**src/rtl/ind_lamp_flasher.sv**
```systemverilog
// ind_lamp_flasher: turns the indicator FSM's 2-bit state into flashing
// left/right lamp drives, with comfort blink, bulb-failure fast flash and a
// dashboard click pulse on every lamp turn-on.
//
// Handshake: none. ind_state is a level sampled on every clock edge; all
// outputs are registered and describe the state after that edge.
module ind_lamp_flasher #(
  parameter int HALF_PERIOD = 4,
  parameter int MIN_FLASHES = 3,
  parameter int CNT_W       = 8
) (
  input  logic       clk,
  input  logic       reset,
  input  logic [1:0] ind_state,
  input  logic       lamp_fail_l,
  input  logic       lamp_fail_r,
  output logic       lamp_l,
  output logic       lamp_r,
  output logic       click,
  output logic [3:0] flash_cnt,
  output logic       active
);

  typedef enum logic [1:0] {
    ST_IDLE   = 2'b00,
    ST_RIGHT  = 2'b01,
    ST_LEFT   = 2'b10,
    ST_HAZARD = 2'b11
  } state_t;

  localparam int HP_FAST_INT = (HALF_PERIOD / 2 < 1) ? 1 : HALF_PERIOD / 2;
  localparam logic [CNT_W-1:0] HP_NORM_M1 = CNT_W'(HALF_PERIOD - 1);
  localparam logic [CNT_W-1:0] HP_FAST_M1 = CNT_W'(HP_FAST_INT - 1);
  localparam logic [3:0]       MIN_F      = 4'(MIN_FLASHES);

  state_t           state, state_n;
  logic             phase_on, phase_on_n;
  logic [CNT_W-1:0] cnt, cnt_n;
  logic [3:0]       fc_n;
  logic             comfort, comfort_n;
  logic             click_n;
  logic             lamp_l_n, lamp_r_n;
  logic [CNT_W-1:0] hp_m1;
  logic             fast;
  logic             boundary;
  state_t           req;

  // Effective half period: fast flash only on the side whose bulb has failed.
  always_comb begin
    fast  = ((state == ST_LEFT)  && lamp_fail_l) ||
            ((state == ST_RIGHT) && lamp_fail_r);
    hp_m1 = fast ? HP_FAST_M1 : HP_NORM_M1;
  end

  // Next-state logic: mode entry/change, phase sequencing, comfort blink.
  always_comb begin
    req        = state_t'(ind_state);
    boundary   = (cnt >= hp_m1);
    state_n    = state;
    phase_on_n = phase_on;
    cnt_n      = cnt;
    fc_n       = flash_cnt;
    comfort_n  = comfort;
    click_n    = 1'b0;

    if ((req != ST_IDLE) && (req != state)) begin
      // Entry from IDLE or a switch between non-zero modes: restart at ON.
      state_n    = req;
      phase_on_n = 1'b1;
      cnt_n      = '0;
      fc_n       = 4'd1;
      comfort_n  = 1'b0;
      click_n    = 1'b1;
    end else if (state == ST_IDLE) begin
      // Stay idle; counters already cleared.
    end else if ((req == ST_IDLE) &&
                 ((state == ST_HAZARD) || (!comfort && flash_cnt >= MIN_F))) begin
      state_n    = ST_IDLE;
      phase_on_n = 1'b0;
      cnt_n      = '0;
      fc_n       = 4'd0;
      comfort_n  = 1'b0;
    end else begin
      // Continue blinking; released indicator with too few flashes enters
      // comfort blink, same-side request cancels it.
      comfort_n = (req == ST_IDLE);
      if (!boundary) begin
        cnt_n = cnt + 1'b1;
      end else if (phase_on) begin
        phase_on_n = 1'b0;
        cnt_n      = '0;
      end else if (comfort_n && (flash_cnt >= MIN_F)) begin
        state_n    = ST_IDLE;
        phase_on_n = 1'b0;
        cnt_n      = '0;
        fc_n       = 4'd0;
        comfort_n  = 1'b0;
      end else begin
        phase_on_n = 1'b1;
        cnt_n      = '0;
        fc_n       = (flash_cnt == 4'd15) ? 4'd15 : flash_cnt + 4'd1;
        click_n    = 1'b1;
      end
    end

    lamp_l_n = phase_on_n && ((state_n == ST_LEFT)  || (state_n == ST_HAZARD));
    lamp_r_n = phase_on_n && ((state_n == ST_RIGHT) || (state_n == ST_HAZARD));
  end

  // State and registered outputs; reset wins over everything.
  always_ff @(posedge clk) begin
    if (reset) begin
      state     <= ST_IDLE;
      phase_on  <= 1'b0;
      cnt       <= '0;
      comfort   <= 1'b0;
      flash_cnt <= 4'd0;
      click     <= 1'b0;
      lamp_l    <= 1'b0;
      lamp_r    <= 1'b0;
      active    <= 1'b0;
    end else begin
      state     <= state_n;
      phase_on  <= phase_on_n;
      cnt       <= cnt_n;
      comfort   <= comfort_n;
      flash_cnt <= fc_n;
      click     <= click_n;
      lamp_l    <= lamp_l_n;
      lamp_r    <= lamp_r_n;
      active    <= (state_n != ST_IDLE);
    end
  end

endmodule

```
**config.mk**
```make
export PLATFORM = sky130hd
export DESIGN_NAME = ind_lamp_flasher
export DESIGN_NICKNAME = d
export VERILOG_FILES = /design/src/rtl/ind_lamp_flasher.sv
export SDC_FILE = /design/constraint.sdc
export NUM_CORES = 1
export LEC_CHECK = 0
export ABC_AREA = 1
export BUFFER_PORTS_ARGS = -buffer_cell sky130_fd_sc_hd__buf_4
export CORE_MARGIN = 2
export CORE_UTILIZATION = 40
export CTS_CLUSTER_DIAMETER = 200
export CTS_CLUSTER_SIZE = 12
export DETAILED_ROUTE_END_ITERATION = 10
export GPL_TIMING_DRIVEN = 0
export PLACE_DENSITY = 0.64
export SLEW_MARGIN = 20
export SYNTH_ARGS = -nofsm -noshare
export SYNTH_HDL_FRONTEND = slang
export SYNTH_SLANG_ARGS = --single-unit
```
**constraint.sdc**
```tcl
create_clock -name clk -period 2 [get_ports clk]
set_input_delay 0.2 -clock clk [delete_from_list [all_inputs] [get_ports clk]]
set_output_delay 0.2 -clock clk [all_outputs]
set_load 0.05 [all_outputs]
```
==> out/metrics.yaml <==
clocking:
  cts_tree: "built"
  htreeDepth: 1
  post_cts_buffers: 0
  cts_buffer_depth: 2
  clkTransAtPathRegs_ns: 0.11
  cts-root-buf: "clkbuf_4"
  clk_latency_ns: 0.30
  cts_inserted_buffers: 3
  cts_sinks: 20
placement:
  hpwl_mm: 1.51
  globalplace.congestion: 0.816
  port_buffers: 13
  dp.cells: 190
synthesis:
  synth_cells: 147
  syn_avg_cell_area_sq_um: 7.25
  synth_top_flop_cell: "dfxtp_1"
  yosys_warnings: 0
  ys_ff_latch: 20
  synth_edf_count: 0
  syn_area_sq_mm: 0.00107
  synth.distinct_cells: 24
  ys_seq_area_share_pct: 37.6
  syn_nets: 156
  async_reset_ff_share_pct: 0
global_route:
  grt_max_degree: 12
  overflow: 0
  antenna_found_initial: 0
  grt_pass1_vias: 855
  grt.total_usage_pct: 13.9
  grt_pass1_wl_mm: 3.38
final_layout:
  most-common-layout-cells: "36 x nand2_1, 19 x inv_1, 18 x dfxtp_1"
  antenna_cells: 0
  drive_gt1_share_pct: 30.5
  area_growth_pct: 16.5
  final_common_cell: "nand2_1"
  fin_cells: 194
  final_nets: 174
outcome:
  status: "complete, no violations"
setup_path:
  path_class: "flop to flop"
  path_depth: 13
  r2r_cells: 13
  cp_top_family: "simple AND/OR/NAND/NOR gates"
  startpoint: "state[1]$_SDFF_PP0_"
  critPathSlowestCell: "dfxtp_2"
  cp.buffers_inverters: 1
  crit_path_cell_trace: "nand2_1, inv_2, a21oi_1, ha_1, nand2_1, nand2_1, nor2_1, nand2_2, nand2_1, nand2_2, nand2_2, nand2_1, a21oi_1"
  reg2reg_from: "state[1]$_SDFF_PP0_"
  crit_arrival_ns: 2.00
  cp_common_cell: "nand2_1"
  slowest_delay_ns: 0.39
  start_kind: "flop"
  path_max_fanout: 7
  cp-end-kind: "flop"
  crit_required_ns: 2.24
min_path:
  holdCritStartpoint: "reset"
  hold_depth: 2
  worstHoldPathType: "input port to flop"
timing:
  setup_viol: 0
  fin_tns_setup_ns: 0
  finalCritPeriodShare_pct: 88.0
  grt_setup_unrepaired: "false"
  max_clock_freq_mhz: 568
  slew_violations: 0
  finClkSkew_ns: 0.00537
  period_needed_ns: 1.76
  finalHoldViolations: 0
  slew_headroom_pct: 81.6
  holdWs_ns: 0.127
  worst_slew_pin_slew_ns: 0.275
detailed_routing:
  drt_iter0_drc: 18
  drc: 0
  wire_per_inst_um: 10.1
  vias_per_cell: 4.71
  totalWireLength_mm: 1.97
  drt_pass1_iterations: 4
  drtAntennaViolNets: 0
  dr_total_vias: 913
floorplanning:
  start_util_pct: 42.6
  core-area_sq_mm: 0.00250
  io-pin-count: 14
  die_w_um: 55.6
  die_area_sq_mm: 0.00309
  rows: 18
  die_y_um: 55.6
power_and_ir_drop:
  powerDensity_mw_per_mm2: 709
  leakage_nw: 0.600
  ir_drop_mv: 0.505
run:
  maxCapViolations: 0
-- cells by family (layout without fill, tap and decap cells) --
logic type	count (synthesis)	in the layout	synth area share, %
buffers and inverters	27	44	10.1
adder cells (fa/ha/maj)	3	3	3.52
AND/OR/NAND/NOR	80	80	38.5
XOR/XNOR	1	1	0.822
AO/OA/AOI/OAI	16	16	9.51
flip-flops	20	20	37.6
-- synth_stat cells, types with 2 or more instances --
master / count / area, sq um
inv_2: 6 / 22.5
nor3_2: 6 / 60.1
nand2_2: 7 / 43.8
nand4_1: 3 / 18.8
a21oi_1: 7 / 35.0
nor2_1: 15 / 56.3
dfxtp_1: 20 / 400
a21oi_2: 2 / 17.5
nor2_2: 2 / 12.5
inv_1: 19 / 71.3
ha_1: 3 / 37.5
nand3_1: 7 / 35.0
nand2_1: 37 / 139
o21ai_0: 3 / 15.0
-- worst paths after layout --
check | end | slack (ns)
max | flash_cnt[0]$_SDFFE_PP0P_ | 0.24
min | phase_on$_SDFF_PP0_ | 0.13
max reg2reg | flash_cnt[0]$_SDFFE_PP0P_ | 0.24
min reg2reg | cnt[3]$_SDFFE_PP0N_ | 0.44
-- through the flow --
stage / util (%) / power, mW / setup slack (ns) / cell area, sq um
after detailed placement: 48.0 / 0.659 / 0.112 / 1200
after global placement: 48.0 / 0.656 / 0.139 / 1200
final: 49.7 / 0.881 / 0.241 / 1240
after floorplan: - / 0.604 / 0.332 / 1070
after global routing: 49.7 / 0.938 / 0.0296 / 1240
after CTS: 49.5 / 0.898 / 0.0845 / 1240
-- metal layers --
metal  share of wire (%)  global-route usage (%)  vias to the layer above
met5                   0                       0                        -
met4                0.71                    8.36                        0
met3                 5.7                    3.49                        2
met2                  44                    21.4                       24
met1                  49                    17.3                      395
li1                    -                       -                      492
-- layout make-up --
cell class | instances | area (sq um)
repair buffers | 13 | 97.6
fillers | 253 | 1260
flip-flops and latches | 20 | 403
well taps | 30 | 37.5
inverters | 26 | 100
plain buffers | 1 | 7.51
multi-input cells | 100 | 561
clock buffers | 4 | 36.3
-- registers in the layout (all words and copies together), names as in the netlist --
| register | flops |
|---|---|
| comfort | 1 |
| click | 1 |
| lamp_r | 1 |
| state | 2 |
| lamp_l | 1 |
| cnt | 8 |
| flash_cnt | 4 |
| phase_on | 1 |
| active | 1 |
-- power breakdown --
group          switching [mW]  leakage, nW  internal (mW)
Combinational           0.144        0.414         0.0691
Clock                   0.119       0.0210          0.111
Sequential             0.0168        0.164          0.421
Total                   0.280        0.600          0.601
-- what timing repair did --
item / in CTS / in global routing
endpoints found under the setup margin: 0 / 11
gates resized for setup: 0 / 3
hold buffers: 0 / 0
No activity file was read; power rests on OpenSTA's default activity.
